==> config.mk <==
export PLATFORM = sky130hd
export DESIGN_NAME = shift_iter
export DESIGN_NICKNAME = d
export VERILOG_FILES = /design/src/rtl/shift_iter_pkg.sv /design/src/rtl/shift_iter_step.sv /design/src/rtl/shift_iter.sv
export SDC_FILE = /design/constraint.sdc
export NUM_CORES = 1
export LEC_CHECK = 0
export CORE_MARGIN = 1
export CORE_UTILIZATION = 45
export CTS_CLUSTER_SIZE = 20
export DETAILED_ROUTE_END_ITERATION = 16
export HOLD_SLACK_MARGIN = 0.08
export PLACE_DENSITY = 0.67
export SLEW_MARGIN = 20
export SYNTH_ARGS = -nofsm -noshare
export SYNTH_HDL_FRONTEND = slang
export SYNTH_SLANG_ARGS = --single-unit
==> constraint.sdc <==
create_clock -name clock -period 5.6 [get_ports clock]
set_clock_uncertainty 0.15 [all_clocks]
set_input_delay 1.12 -clock clock [delete_from_list [all_inputs] [get_ports clock]]
set_output_delay 1.12 -clock clock [all_outputs]
set_load 0.01 [all_outputs]
==> src/rtl/shift_iter_pkg.sv <==
// Shared encodings for the iterative shifter: operation select and controller states.
package shift_iter_pkg;

  localparam logic [1:0] OP_SLL = 2'b00;
  localparam logic [1:0] OP_SRL = 2'b01;
  localparam logic [1:0] OP_SRA = 2'b10;
  localparam logic [1:0] OP_ROR = 2'b11;

  localparam logic [1:0] ST_IDLE  = 2'b00;
  localparam logic [1:0] ST_SHIFT = 2'b01;
  localparam logic [1:0] ST_DONE  = 2'b10;

endpackage

==> src/rtl/shift_iter_step.sv <==
// Combinational single-step shifter: applies one shift of 0..STEP positions for any op.
module shift_step
  import shift_iter_pkg::*;
#(
  parameter int WIDTH = 32,
  parameter int STEP  = 4,
  localparam int AW   = $clog2(STEP) + 1
) (
  input  logic [WIDTH-1:0] data_i,
  input  logic [1:0]       op_i,
  input  logic [AW-1:0]    amt_i,
  output logic [WIDTH-1:0] data_o
);

  localparam int SW = $clog2(WIDTH) + 1;

  // Left-shift distance for the rotate's wrapped half; amt_i=0 gives WIDTH, i.e. nothing wraps.
  logic [SW-1:0] wrap_amt;
  assign wrap_amt = SW'(WIDTH) - SW'(amt_i);

  always_comb begin
    data_o = data_i;
    case (op_i)
      OP_SLL:  data_o = data_i << amt_i;
      OP_SRL:  data_o = data_i >> amt_i;
      OP_SRA:  data_o = $unsigned($signed(data_i) >>> amt_i);
      OP_ROR:  data_o = (data_i >> amt_i) | (data_i << wrap_amt);
      default: data_o = data_i;
    endcase
  end

endmodule

==> src/rtl/shift_iter.sv <==
// Multi-cycle barrel shifter: shifts at most STEP positions per clock until shamt is consumed.
// Handshake: ctrl_shift is a request taken only while busy is low (IDLE); data_resultRDY pulses
// for exactly one cycle with data_result valid, and data_result holds until the next result.
module shift_iter
  import shift_iter_pkg::*;
#(
  parameter int WIDTH = 32,
  parameter int STEP  = 4
) (
  input  logic                     clock,
  input  logic                     reset,
  input  logic                     ctrl_shift,
  input  logic [1:0]               op,
  input  logic [WIDTH-1:0]         data_in,
  input  logic [$clog2(WIDTH)-1:0] shamt,
  output logic [WIDTH-1:0]         data_result,
  output logic                     data_resultRDY,
  output logic                     busy,
  output logic [1:0]               dbg_state_o
);

  localparam int RW = $clog2(WIDTH);
  localparam int AW = $clog2(STEP) + 1;
  localparam logic [RW-1:0] STEP_R = RW'(STEP);

  logic [1:0]       state_q, state_d;
  logic [1:0]       op_q, op_d;
  logic [RW-1:0]    rem_q, rem_d;
  logic [WIDTH-1:0] work_q, work_d;
  logic [WIDTH-1:0] result_q, result_d;
  logic [AW-1:0]    step_amt;
  logic [WIDTH-1:0] step_out;

  assign step_amt = (rem_q > STEP_R) ? AW'(STEP) : AW'(rem_q);

  shift_step #(
    .WIDTH (WIDTH),
    .STEP  (STEP)
  ) u_step (
    .data_i (work_q),
    .op_i   (op_q),
    .amt_i  (step_amt),
    .data_o (step_out)
  );

  always_comb begin
    state_d  = state_q;
    op_d     = op_q;
    rem_d    = rem_q;
    work_d   = work_q;
    result_d = result_q;
    case (state_q)
      ST_IDLE: begin
        if (ctrl_shift) begin
          op_d   = op;
          work_d = data_in;
          rem_d  = shamt;
          if (shamt == '0) begin
            result_d = data_in;
            state_d  = ST_DONE;
          end else begin
            state_d  = ST_SHIFT;
          end
        end
      end
      ST_SHIFT: begin
        work_d = step_out;
        rem_d  = rem_q - RW'(step_amt);
        // Last step: publish the final value as the controller enters DONE.
        if (rem_q == RW'(step_amt)) begin
          result_d = step_out;
          state_d  = ST_DONE;
        end
      end
      ST_DONE: state_d = ST_IDLE;
      default: state_d = ST_IDLE;
    endcase
  end

  always_ff @(posedge clock) begin
    if (reset) begin
      state_q  <= ST_IDLE;
      op_q     <= OP_SLL;
      rem_q    <= '0;
      work_q   <= '0;
      result_q <= '0;
    end else begin
      state_q  <= state_d;
      op_q     <= op_d;
      rem_q    <= rem_d;
      work_q   <= work_d;
      result_q <= result_d;
    end
  end

  assign data_result    = result_q;
  assign data_resultRDY = (state_q == ST_DONE);
  assign busy           = (state_q != ST_IDLE);
  assign dbg_state_o    = state_q;

endmodule
# After elaboration in Yosys (flattened, before gate mapping)
# Index checks and enable logic that the tools add are counted.
[word_totals]
ff_bits = 73
word_cells = 45
input_bits = 42
[op_classes]
eq_ne = 9
n_shift = 4
bitwise = 1
n_addsub = 2
n_mux = 14
n_lt_le_gt_ge = 1
reduce_logical = 9
[op_table]
columns = ["operator", "n"]
rows = [
  ["$mux 32", 4],
  ["$pmux 32 s2", 2],
  ["$pmux 32 s4", 1],
  ["$or 32x32->32", 1],
  ["$shl 32x3->32", 1],
  ["$shl 32x6->32", 1],
  ["$shr 32x3->32", 1],
  ["$sshr 32x3->32", 1],
  ["$pmux 5 s2", 1],
  ["$eq 2x2->1 const B", 3],
  ["$mux 2", 3],
  ["$ne 2x2->1 const B", 3],
  ["$reduce_and 2->1", 3],
  ["$sub 6x3->6 const A", 1],
  ["$eq 5x3->1", 1],
  ["$gt 5x3->1 const B", 1],
  ["$logic_not 5->1", 1],
  ["$mux 5", 1],
  ["$sub 5x3->5", 1],
  ["$eq 2x1->1 const B", 2],
  ["$logic_not 2->1", 2],
  ["$pmux 2 s2", 1],
  ["$reduce_and 4->1", 1],
  ["$reduce_bool 2->1", 2],
  ["$mux 3", 1],
]

# Logic depth before layout (Yosys ltp)
# Gate-level depths: netlist of run 1.
[logic_depth]
word_depth = 8
ltp_mapped = 15
depth_no_buf = 11

# By module
# From an unflattened synthesis of run 1, not the netlist that was laid out.
[hier_totals]
hier_cells = 812
hier_area_um2 = 7066.8
[by_module_without_submodules]
columns = ["mod", "n_inst", "area_each_um2", "cells_per_inst"]
rows = [
  ["shift_step", 1, 3673.5, 453],
  ["shift_iter", 1, 3393.3, 359],
]

# Worst setup path before layout of run 1
# No wires, ideal clock.
[synth_timing]
kind = "register to register"
start = "register rem_q[4]"
end = "register result_q[18] (netlist: data_result[18])"
path_buffers = 4
period_less_slack_ns = 3.851
setup_ns = 0.074
arrival_ns = 3.627
path_stages_with_launch = 14
required_ns = 5.376
setup_slack_ns = 1.749
path_cell_list = "dfxtp_1 > nor4b_2 > inv_2 > buf_2 > buf_2 > buf_2 > ha_1 > ha_1 > clkbuf_1 > clkinv_1 > mux4_2 > o211a_1 > a211o_1 > a31oi_1"
[synth_via]
elab_chain_cells = 8
[synth_lines]
columns = ["item", "line_no", "source"]
rows = [
  ["start: declaration", "shift_iter.sv:28", "logic [RW-1:0] rem_q, rem_d;"],
  ["start signal: assignment", "shift_iter.sv:90", "rem_q <= rem_d;"],
  ["$gt 5x3->1", "shift_iter.sv:34", "assign step_amt = (rem_q > STEP_R) ? AW'(STEP) : AW'(rem_q);"],
  ["$mux 3", "shift_iter.sv:34", ""],
  ["$sub 6x3->6", "shift_iter_step.sv:19", "assign wrap_amt = SW'(WIDTH) - SW'(amt_i);"],
  ["$shl 32x6->32", "shift_iter_step.sv:27", "OP_ROR: data_o = (data_i >> amt_i) | (data_i << wrap_amt);"],
  ["$or 32x32->32", "shift_iter_step.sv:27", ""],
  ["$pmux 32 s4", "shift_iter_step.sv:23", "case (op_i)"],
  ["$mux 32", "shift_iter.sv:70", "if (rem_q == RW'(step_amt)) begin"],
  ["$pmux 32 s2", "shift_iter.sv:52", "case (state_q)"],
  ["end signal: assignment", "shift_iter.sv:92", "result_q <= result_d;"],
  ["end: declaration", "shift_iter.sv:30", "logic [WIDTH-1:0] result_q, result_d;"],
]
# Several ways; a longest one is shown, not always the timed one. The select of a mux whose other input is x is not followed.
# A chain may end at the register's enable or synchronous reset.

# Worst setup path after layout of run 1
[layout_timing]
start = "register rem_q[2]"
end = "register result_q[13] (netlist: data_result[13])"
# The elaborated chain is that of the path after synthesis.

==> results.txt, run 1 <==
Ys async rst share -> 0%
GRT overflow -> 0
Worst Max-Slew Pin Slew -> 1.03 ns
Sw power -> 0.877 mW
Die W -> 121 um
HPWL Detailed -> 17800 um
Post-Synthesis Net Count -> 859
Avg Cell Area, Syn -> 7.84 um^2
Synth-to-Final Area Change -> 17.0%
Area of the multi-input gates -> 4490 um^2
Worst EP arrival -> 4.00 ns
WL final -> 26000 um
Core area -> 13900 um^2
Status -> complete, no violations
Syn Inst Count -> 814
Drt first-iter violations -> 978
#FFs+latches synth -> 73
Ratio of final minimum period to clock period -> 69.9%
Hold Worst Slack -> 0.312 ns
First-pass GRT wire length -> 40000 um
Hold buffer count at cts -> 0
Clock latency at the later pin of the worst-skew pair -> 0.35 ns
Root Driver -> clkbuf_16
Max-Cap Viols -> 0
Delay-heaviest family, CP -> adder cells
Post-Layout Cell Count -> 1011
CTS H-tree depth -> 3
Largest net degree at the start of global routing -> 57
Logic pwr share -> 39.5%
ANT cells -> 0
Flop pwr share -> 30.3%
Switching power share of the total -> 39.0%
Unique masters post-synth -> 66
Clock Pin Slew Worst Setup and Hold Paths -> 0.06 ns
Crit path required time -> 5.68 ns
Total power -> 2.25 mW
Vias -> 7049
# setup viols final -> 0
Final max-slew violation count -> 0
# rows -> 43
Max frequency -> 256 MHz
FILL cells -> 1351
Crit. End Element -> flip-flop
HP Class -> reg -> reg
CTS buffer count -> 9
Clock tree from TritonCTS -> built
Crit path time final -> 3.91 ns
Slowest CP cell -> or3_1
Post-synth EDFFs -> 0
IO Port Bufs -> 77
Final hold viol count -> 0
Initial core utilization -> 46.0%
Clock Power Share -> 30.2%
Share of cells above drive strength 1 -> 11.0%
Initial antenna violation count -> 0
Worst vdd ir -> 0.179 mV
Design area -> 7460 um^2
Commonest cells after routing, fill and taps aside -> 146 x nand2_1, 76 x clkdlybuf4s50_1, 74 x a21oi_1
Post-Syn Area -> 6380 um^2
Most used cell, CP -> ha_1
Crit-path cells -> or3_1, nor2_1, buf_4, inv_1, ha_1, ha_1, clkinv_1, mux2i_1, a21oi_1, o21a_1, o41ai_1
Crit path kind -> reg -> reg
Post-CTS setup buffers -> 0
Synth Flop Type -> dfxtp_1
Int Pwr -> 1.37 mW
Die height -> 121 um
Detail Route Antenna Nets -> 0
FF+latch area -> 1460 um^2
Max stage delay on crit path -> 0.54 ns
Critical Path Fanout Max -> 11
Post-Place Cells -> 995
Die area -> 14700 um^2
Slew headroom -> 31.1%
CTS Buffer Depth -> 2
Total negative slack -> 0 ns
First-pass iteration count of the detailed router -> 5
LEAKAGE -> 2.73 nW
Routed WL per cell -> 25.7 um
DRC Markers -> 0
Pwr dens -> 301 nW/um^2
DR vias/cell -> 6.97
Ys Warns -> 0
GP Congestion -> 1.01
Startpoint types -> flip-flop
Cts repair resizes -> 0
GRT Overall Usage -> 36.5%
RSZ-0062 raised after global routing -> false
Vias in the first global route -> 6677
I/O Pins -> 78
Area after DPL -> 7120 um^2
Layout net count -> 871
WP buf/inv -> 3
Commonest non-fill, non-tap cell in the layout -> nand2_1
Clock sinks -> 73
Sequential element share of the synthesized area -> 22.9%
[logic make-up (layout without fill, tap and decap cells)]
family,after synthesis,after routing,share of synthesized area [%]
xor gates and xnor gates,1,1,0.432
buffers and inverters,105,122,7.06
muxes,97,97,22.6
DFF,73,73,22.9
adders and majority gates,3,3,0.588
other,1,1,0.0588
and+or+nand+nor,270,270,18.5
AOI/OAI and AO/OA,264,264,27.8
[synth_stat cells, drive strengths merged (6+ instances only)]
cell,count,share of area [%]
mux4,36,13
o31ai,13,1.5
nor3,12,0.94
a211o,7,0.96
and3,6,0.59
a211oi,12,1.4
o211ai,11,1.3
mux2,8,1.4
mux2i,53,8.3
clkbuf,71,4.2
nand3,33,2.6
nand2,146,8.6
o22ai,11,1.1
buf,23,2.1
nor2,41,2.4
and2,11,1.1
inv,9,0.53
a31oi,18,1.8
dfxtp,73,23
a21oi,74,5.8
o21ai,41,3.2
a311oi,15,2.1
[worst min-delay path, stage by stage, from the launching register on]
cell,delay (ns)
dfxtp_1,0.31
nand2_1,0.05
a21oi_1,0.05
[routing by layer]
metal | track usage [%] | part of all wire [%] | vias up
li1 | - | - | 3090
met1 | 53.5 | 42 | 3390
met2 | 50.3 | 42 | 509
met3 | 8.08 | 12 | 60
met4 | 16.1 | 3.2 | 0
met5 | 0.735 | 0 | -
[path summary, 6_finish.rpt]
path	from	end	slack (ns)	cells past startpoint
worst max-delay path	rem_q[2]$_SDFFE_PP0P_	data_result[13]$_SDFFE_PP0P_	1.69	11
worst min-delay path	data_result[8]$_SDFFE_PP0P_	data_result[8]$_SDFFE_PP0P_	0.31	2
worst max register to register	rem_q[2]$_SDFFE_PP0P_	data_result[13]$_SDFFE_PP0P_	1.69	11
worst min register to register	data_result[8]$_SDFFE_PP0P_	data_result[8]$_SDFFE_PP0P_	0.31	2
[through the flow]
stage          worst slack, ns  util, %
6_report                  1.69     53.8
5_1_grt                   1.48     53.8
4_1_cts                   1.73     53.8
3_5_place_dp              1.72     51.3
3_3_place_gp              1.90     51.3
2_1_floorplan             1.75        -
[flip-flops by register name, summed over array words and instances, names as in the netlist]
register and flops:
data_result 32, dbg_state_o 2, op_q 2, rem_q 5, work_q 32
[power groups by stage]
stage                     registers, mW  logic [mW]  clock network (mW)
after floorplan                   0.629       0.629                   0
after global placement            0.684       0.860                   0
after detailed placement          0.684       0.866                   0
after CTS                         0.674       0.871               0.681
after global routing              0.686       0.949               0.703
final                             0.682       0.889               0.679
[area by class of cell]
type	count	area share [%]
clock buffer	10	3.07
clock inverter	6	1.51
inverter	11	0.620
multi-input combinational	636	60.1
sequential	73	19.6
tap	180	3.02
timing repair buffer	95	12.1
(Power assumes the default switching activity.)
==> inputs of run 2 (changes only) <==
==> constraint.sdc (replaced) <==
create_clock -name clock -period 4 [get_ports clock]
set_clock_uncertainty 0.15 [all_clocks]
set_input_delay 0.8 -clock clock [delete_from_list [all_inputs] [get_ports clock]]
set_output_delay 0.8 -clock clock [all_outputs]
set_load 0.01 [all_outputs]
==> run 2 against run 1 <==
Maximum frequency increased by 4.5%; total power up 37%; non-clock buffer count grew 13; die area stayed put; largest power group unchanged; routed wire length up 2.6%; largest cell class unchanged; count of clock-buffer cells in the layout is the same; hold slack worse by 0.0045 ns; cell count up 1.2%; via count grew 2.0%.
==> results.txt, run 2 (synthesis gave the netlist of run 1 again) <==
# rows -> 43 (unchanged)
Hold Worst Slack -> 0.307 ns (-0.00450 ns)
Share of cells above drive strength 1 -> 12.2% (+1.3 points)
Worst vdd ir -> 0.248 mV (+38%)
Commonest non-fill, non-tap cell in the layout -> nand2_1
DRC Markers -> 0 (unchanged)
HPWL Detailed -> 18000 um (+0.92%)
Status -> complete, no violations
Clock tree from TritonCTS -> built
Post-CTS setup buffers -> 0 (unchanged)
Grt met1 use -> 54.1% (+0.56 points)
Gr busiest metal -> met1
Vias in the first global route -> 6673 (-0.060%)
GRT Overall Usage -> 36.9% (+0.47 points)
Crit path time final -> 3.74 ns (-0.169 ns)
Max-Cap Viols -> 0 (unchanged)
Die area -> 14700 um^2 (unchanged)
Die height -> 121 um (unchanged)
Synth-to-Final Area Change -> 18.0%
Commonest cells after routing, fill and taps aside -> 146 x nand2_1, 76 x clkdlybuf4s50_1, 74 x a21oi_1
Area after DPL -> 7230 um^2 (+1.5%)
Layout net count -> 884 (+1.5%)
Startpoint types -> flip-flop
Critical Path Fanout Max -> 14 (+3)
FF+latch area -> 1460 um^2 (unchanged)
Pwr dens -> 409 nW/um^2 (+36%)
GP Congestion -> 1.00 (-0.40%)
Crit path kind -> reg -> reg
CTS H-tree depth -> 3 (unchanged)
CTS Buffer Depth -> 2 (unchanged)
Routed WL per cell -> 26.1 um (+1.4%)
Initial core utilization -> 46.0% (unchanged)
Largest net degree at the start of global routing -> 56 (-1.8%)
Final max-slew violation count -> 0 (unchanged)
Worst reg2reg startpoint -> rem_q[2]$_SDFFE_PP0P_
Clock latency at the later pin of the worst-skew pair -> 0.35 ns (about the same)
Drt first-iter violations -> 1049 (+7.3%)
LEAKAGE -> 2.78 nW (+1.6%)
Die W -> 121 um (unchanged)
# setup viols final -> 0 (unchanged)
Hold buffer count at cts -> 0 (unchanged)
Design area -> 7530 um^2 (+0.86%)
DR vias/cell -> 7.03 (+0.80%)
Slew headroom -> 44.1% (+13 points)
Crit. End Element -> flip-flop
First-pass GRT wire length -> 40500 um (+1.3%)
M2 GR Usage -> 51.2% (+0.96 points)
WL final -> 26700 um (+2.6%)
CTS buffer count -> 9 (unchanged)
HP Class -> reg -> reg
Clock sinks -> 73 (unchanged)
Max frequency -> 267 MHz (+4.5%)
Core area -> 13900 um^2 (unchanged)
GRT overflow -> 0 (unchanged)
Ratio of final minimum period to clock period -> 93.6% (+24 points)
Worst EP arrival -> 3.80 ns (-0.20 ns)
FILL cells -> 1297 (-4.0%)
RSZ-0062 raised after global routing -> false
Total negative slack -> 0 ns (unchanged)
Initial antenna violation count -> 0 (unchanged)
Worst Max-Slew Pin Slew -> 0.836 ns (-0.195 ns)
Crit path required time -> 4.06 ns (-1.62 ns)
Beginning of the critical path -> rem_q[2]$_SDFFE_PP0P_
Final hold viol count -> 0 (unchanged)
Met3 usage in global routing -> 9.35% (+1.3 points)
Cts repair resizes -> 0 (unchanged)
Area of the multi-input gates -> 4490 um^2 (unchanged)
I/O Pins -> 78 (unchanged)
Vias -> 7190 (+2.0%)
IO Port Bufs -> 77 (unchanged)
Clock Pin Slew Worst Setup and Hold Paths -> 0.06 ns (about the same)
Hold Startpoint -> data_result[9]$_SDFFE_PP0P_
First-pass iteration count of the detailed router -> 5 (unchanged)
Detail Route Antenna Nets -> 0 (unchanged)
ANT cells -> 0 (unchanged)
Root Driver -> clkbuf_16
## run 2: cell types whose count changed in the layout (fill, tap and decap cells not counted), sizes merged
| cell | previous run | this run |
|---|---|---|
| inv | 11 | 9 |
| bufinv | 3 | 1 |
| clkinv | 3 | 5 |
| clkinvlp | 0 | 1 |
| buf | 19 | 32 |
## run 2: worst max-delay path, stage by stage, from the launching register on
cell	delay (ns)
dfxtp_1	0.41
or3_1	0.47
nor2_1	0.26
inv_1	0.16
ha_1	0.31
ha_1	0.37
inv_1	0.18
a211o_1	0.51
o2bb2ai_1	0.25
o21ai_0	0.43
a21oi_1	0.11
## run 2: area by class of cell
cell class | count | share of cell area (%)
Multi-Input combinational cell | 636 | 59.6
Sequential cell | 73 | 19.4
Timing Repair Buffer | 108 | 13.4
Clock buffer | 10 | 3.18
Tap cell | 180 | 2.99
Clock inverter | 5 | 0.748
Inverter | 11 | 0.615
## run 2: through the flow
stage	util, %	total power [mW]	setup slack, ns	instances
floorplan	-	1.76	0.149	814
global placement	52.1	2.20	0.425	1008
detailed placement	52.1	2.20	0.375	1008
CTS	54.2	3.03	0.348	1023
global route	54.2	3.19	0.0913	1023
finish	54.2	3.08	0.257	1023
## run 2: worst paths after layout
check,endpoint,slack [ns],cells after the start
worst max-delay path,data_result[27]$_SDFFE_PP0P_,0.26,10
worst min-delay path,data_result[9]$_SDFFE_PP0P_,0.31,2
worst max register to register,data_result[27]$_SDFFE_PP0P_,0.26,10
worst min register to register,data_result[9]$_SDFFE_PP0P_,0.31,2
## run 2: report_power, final
group / internal (mW) / leakage (nW) / switching, mW / total, mW
registers: 0.802 / 0.600 / 0.145 / 0.948
logic: 0.531 / 2.03 / 0.770 / 1.30
clock network: 0.496 / 0.144 / 0.338 / 0.834
## run 2: metal layers
layer  routed length, um  vias to the layer above
met5                   0                        -
met4                1030                        0
met3                3580                       82
met2               10900                      562
met1               11200                     3426
li1                    -                     3120
